[config.mk]
export PLATFORM = sky130hd
export DESIGN_NAME = instruction_memory
export DESIGN_NICKNAME = d
export VERILOG_FILES = /design/src/rtl/instruction_memory.sv
export SDC_FILE = /design/constraint.sdc
export NUM_CORES = 2
export LEC_CHECK = 0
export CAP_MARGIN = 10
export CORE_MARGIN = 4
export CORE_UTILIZATION = 60
export CTS_CLUSTER_DIAMETER = 30
export CTS_CLUSTER_SIZE = 12
export DETAILED_ROUTE_END_ITERATION = 10
export DONT_BUFFER_PORTS = 1
export HOLD_SLACK_MARGIN = 0.15
export PLACE_DENSITY_LB_ADDON = 0.12
export SLEW_MARGIN = 20
export SYNTH_ARGS = -nofsm -noshare
export SYNTH_HDL_FRONTEND = slang
export SYNTH_SLANG_ARGS = --single-unit
[constraint.sdc]
create_clock -name clk -period 77.7 [get_ports clk]
set_input_delay 15.54 -clock clk [delete_from_list [all_inputs] [get_ports clk]]
set_output_delay 15.54 -clock clk [all_outputs]
set_load 0.1 [all_outputs]
[src/rtl/instruction_memory.sv]
// -----------------------------------------------------------------------------
// instruction_memory
//
// Word-addressed instruction store with a combinational read port (driven by
// the PC) and a synchronous programming write port. An asynchronous reset
// reloads a small built-in default program. Every other word is filled with NOP.
//
// Parameters
//   DEPTH : number of 32-bit words (power of two, 4..1024)
//   NOP   : fill word for unprogrammed words and for invalid reads
//
// Ports
//   clk : clock; writes take effect on its rising edge
//   rst : asynchronous active-high reset; reloads the default image
//   A   : byte address of the instruction fetch
//   RD  : instruction word at A (NOP when A is invalid)
//   ERR : high when A is misaligned or beyond the last word
//   WE  : programming write enable
//   WA  : byte address of the programming write
//   WD  : programming write data
// -----------------------------------------------------------------------------
module instruction_memory #(
    parameter int          DEPTH = 64,
    parameter logic [31:0] NOP   = 32'h00000013
) (
    input  logic        clk,
    input  logic        rst,
    input  logic [31:0] A,
    output logic [31:0] RD,
    output logic        ERR,
    input  logic        WE,
    input  logic [31:0] WA,
    input  logic [31:0] WD
);

    localparam int AW = $clog2(DEPTH);

    logic [31:0] mem [DEPTH];

    // Built-in program loaded by reset: words 0..3 hold a short sequence and
    // everything else is NOP.
    function automatic logic [31:0] default_word(input int idx);
        logic [31:0] w;
        case (idx)
            0:       w = 32'h00500093;
            1:       w = 32'h00300113;
            2:       w = 32'h002081B3;
            3:       w = 32'h00302023;
            default: w = NOP;
        endcase
        return w;
    endfunction

    // Address qualification. An address is valid only when it is word aligned
    // and every bit above the index field is zero, so out-of-range addresses
    // never wrap onto low words.
    logic          rd_aligned;
    logic          rd_in_range;
    logic          rd_valid;
    logic [AW-1:0] rd_index;

    logic          wr_aligned;
    logic          wr_in_range;
    logic          wr_valid;
    logic [AW-1:0] wr_index;

    assign rd_aligned  = (A[1:0] == 2'b00);
    assign rd_in_range = (A[31:AW+2] == '0);
    assign rd_valid    = rd_aligned && rd_in_range;
    assign rd_index    = A[AW+1:2];

    assign wr_aligned  = (WA[1:0] == 2'b00);
    assign wr_in_range = (WA[31:AW+2] == '0);
    assign wr_valid    = WE && wr_aligned && wr_in_range;
    assign wr_index    = WA[AW+1:2];

    // Storage. Reset takes priority over a coincident write. Because the reset
    // is asynchronous, the default image is visible on RD without a clock edge.
    always_ff @(posedge clk or posedge rst) begin
        if (rst) begin
            for (int i = 0; i < DEPTH; i++) begin
                mem[i] <= default_word(i);
            end
        end else if (wr_valid) begin
            mem[wr_index] <= WD;
        end
    end

    // Combinational read with no write bypass. A write to the word being read
    // therefore appears only after the clock edge that commits it.
    always_comb begin
        RD  = NOP;
        ERR = 1'b1;
        if (rd_valid) begin
            RD  = mem[rd_index];
            ERR = 1'b0;
        end
    end

endmodule

# == After elaboration in Yosys (flattened, before gate mapping) ==
# Cells that the tools add are included.
# Widths: inputs -> output; s select.
# word_totals
register_bits,2048
output_inout_bits,33
elab_cells,85
in_bits,99
# classes
bitwise,2
muxes,8
n_reduce_logical,8
n_lt_le_gt_ge,3
# op_table
op,count
$bwmux 2048,1
$bmux 32 s6,1
$demux 32 s6,1
$mux 32,4
$logic_not 24->1,2
$ge 7x7->1 const B,2
$not 6->7,2
$lt 7x1->1 const B,1
$logic_and 1x1->1,4
$logic_not 2->1,2
$mux 1,1

# == Depth between registers and ports, before layout ==
# logic_depth
ltp_word,6
ltp_mapped,10
depth_no_buf,6

# == Least setup slack after synthesis ==
# Ideal clock, no wire load.
# synth_timing
path_type,input to output
from,input port A[1]
to,output port RD[5]
required_ns,62.160
path_buffers,1
cell_stages,6
arrival_ns,21.885
setup_slack_ns,40.275
cell_sequence,nor4_1 nand4_1 nor2_1 inv_1 clkbuf_1 a2111oi_0
# synth_via
elab_chain_cells,3
# synth_lines
item,line_no,source
from (decl),28,"input logic [31:0] A,"
$logic_not 2->1,67,assign rd_aligned = (A[1:0] == 2'b00);
$logic_and 1x1->1,69,assign rd_valid = rd_aligned && rd_in_range;
$mux 32,94,if (rd_valid) begin
to (decl),29,"output logic [31:0] RD,"
# No other way between the ends.

# == Final worst setup path ==
# layout_timing
from,input port A[2]
to,output port RD[22]
# layout_via
elab_chain_cells,5
# layout_lines
item,line_no,source
$not 6->7 (implied by the code),95,RD = mem[rd_index];
$bmux 32 s6,95,
$mux 32 (implied by the code) (2 in a row),95,
$mux 32,94,
# No other way between the ends. The select of a mux whose other input is x is not followed.

==> results.md <==
- Top cell type's share of synthesized area: 0.491
- Vias per cell: 6.70
- Area grow syn2layout: 18.4%
- Syn nets: 5,896
- Fin util: 0.719
- Global route overflow: 0
- Routed length per instance: 33.4 µm
- Worst stage delay on the critical path: 2.01 ns
- Number of global-route vias before repair: 58,500
- Achievable frequency: 0.0271 GHz
- Wire length of the first global-routing pass: around 400,000 µm
- Dpl ws: between 40 and 50 ns
- Max-slew violations: 501
- TritonCTS clock tree: done
- Worst path required time: 62.16 ns
- Crit path from: A[2]
- Post-synth EDFFs: 0
- R2R Path End: mem[215]
- Clock Sink Count: approximately 2,000
- Worst Max-Slew Pin Slew: 4.41 ns
- Max_cap viols: 0
- NumNets Final: 5,874
- Clk_skew: 0 ns
- Tcrit/Tclk final: 0.475
- IO Pins: 132
- Crit end category: primary output
- Worst reg2reg path startpoint: mem[215]
- Pwr Total: 3.10 mW
- Top cells by area, synth: dfrtp_1 (49%), mux2_2 (25%), mux4_2 (13%), dfstp_2 (5.8%), buf_2 (1.3%)
- Failing checks: max-slew violations
- Largest net degree at the start of global routing: 516
- Synth Area per Inst: 16.2 µm²
- Power per cell area: 27.9 nW/µm²
- Top FF cell, synth: dfrtp_1
- H-tree lvl count: 5
- Number of synthesis warnings: 0
- FF/Latch Area: 51,500 µm²
- Async set-or-reset flop fraction in the synthesized netlist: 1.00
- Crit-path cells: mux4_2 > nor2b_1 > a2111oi_0 > a311oi_1 > o211a_1
- Clk root buf: clkbuf_16
- Post-CTS resize count: 0
- Post-route ant nets: 0
- Crit path time final: 36.88 ns
- Worst vdd ir: 0.0273 mV
- Most common cell after layout, fill and taps aside: mux2_2
- Initial antenna violation count: 8
- Reg2reg path depth: 1
- Ratio of cells with drive above 1 in the final layout: 0.618
- GP Congestion: ~0.80
- Status: complete, but fails checks
- Cts hold-fix bufs: 0
- Worst Setup EP: RD[22]
- Area occupied by multi-input gates: 40,100 µm²
- Final setup fails: 0
- Placed Instances: ~7,400
- DR iter-0 viols: 5,070
- Min-delay worst type: reg -> reg
- Slew HR: -1.94
- Synth cell types: 68
- Crit path DAT: ~21 ns
- Max FFs per register: 2,048
- Nature of the critical path startpoint: input pin
- RSZ-0062 raised after global routing: false
- Setup Buffers After CTS: 0
- Fill cells: 9,533
- Crit-path slowest cell: mux4_2
- Seq/Total Area, Yosys: 0.548
- FP Rows: 144
- DR vias: 54,900
- Cells after Synth: between 5,000 and 6,000
- Clk slew on worst S/H paths: 0.04 ns
- CP max FO: slightly above 500
- Die width: about 400 µm
- Die area: 163,000 µm²
- CTS Buffer Depth: 4
- Die Ht: 404 µm
- R2r setup slk: between 70 and 80 ns
- Clock Latency Late Sink: 0.95 ns
- Most flops, register: mem
- Routed WL: 274,000 µm
- Cell Area, Placed: 95,200 µm²
- Final Non-Filler Cells: 8,193
- CTS Buf Count: 447
- Synthesized cell area: 94,000 µm²
- Most frequent cells in the layout: mux2_2 (2,067), dfrtp_1 (1,842), mux4_2 (529)
- Setup CP Type: in -> out
- Leak Pwr: 52.4 nW
- Top cell type by total area after synthesis: dfrtp_1
- Initial core utilization: 0.607
- Final hold vios: 0
- Final WS setup: 40.82 ns
- Core area: 155,000 µm²
- Count of buffers from port buffering: 0
- DRC: 0
- Drt first pass iters: 5
- Finished Cell Area: 111,000 µm²
- Setup_tns: 0 ns
- #FFs+latches synth: roughly 2,000
- GRT Overall Usage: 0.341
- Top Registers: mem: 2048 flops
- Hold Slack: 0.496 ns
- Dpl hpwl: 143,000 µm
-- critical path, delay by kind of cell --
family / cells / cell delay [ns]
multiplexers: 1 / 2.01
AND/OR/NAND/NOR: 1 / 0.19
AO/OA/AOI/OAI: 3 / 1.55
-- where the power goes --
group | switching, mW | total, mW | internal, mW
logic | 0.0312 | 0.0488 | 0.0176
clock network | 0.605 | 1.98 | 1.38
registers | 0.00000000466 | 1.07 | 1.07
-- cell usage after synthesis, types with 29 or more instances --
cell type	n
buf_2	237
nor2_1	107
a21oi_1	29
clkbuf_1	220
buf_1	41
mux4_2	529
mux2_2	2067
dfrtp_1	1842
dfstp_2	206
nand2_1	44
a22oi_1	29
mux2i_1	111
buf_4	53
-- metal layers --
layer | vias to the layer above | part of all wire | GRT usage
met3 | 650 | 0.083 | 0.0773
met1 | 30300 | 0.42 | 0.492
met2 | 2191 | 0.45 | 0.508
li1 | 21800 | - | -
met4 | 6 | 0.043 | 0.139
met5 | - | 0.00015 | 0
-- final cells by class --
type | instances | share of cell area
antenna | 5 | 0.000113
clock buffer | 561 | 0.111
clock inverter | 257 | 0.0318
inverter | 5 | 0.000259
multi-input combinational | 3152 | 0.360
sequential | 2048 | 0.463
tap | 2044 | 0.0230
timing repair buffer | 121 | 0.00991
-- worst min path at each step --
stage,start,end,cells past startpoint
final,mem[498],mem[498],1
after global routing,mem[498],mem[498],1
after CTS,mem[498],mem[498],1
after detailed placement,mem[859],mem[859],1
after global placement,mem[539],mem[539],1
after floorplan,mem[1671],mem[1671],1
-- kinds of logic (layout without fill, tap and decap cells) --
logic type      Yosys count  after routing  share of synthesized area
simple gates            252            252                     0.0129
other cells               0              5                          0
buf+inv                 597            944                     0.0334
compound gates          172            172                     0.0132
flops                  2048           2048                      0.548
mux                    2728           2728                      0.392
(Power assumes the default switching activity.)
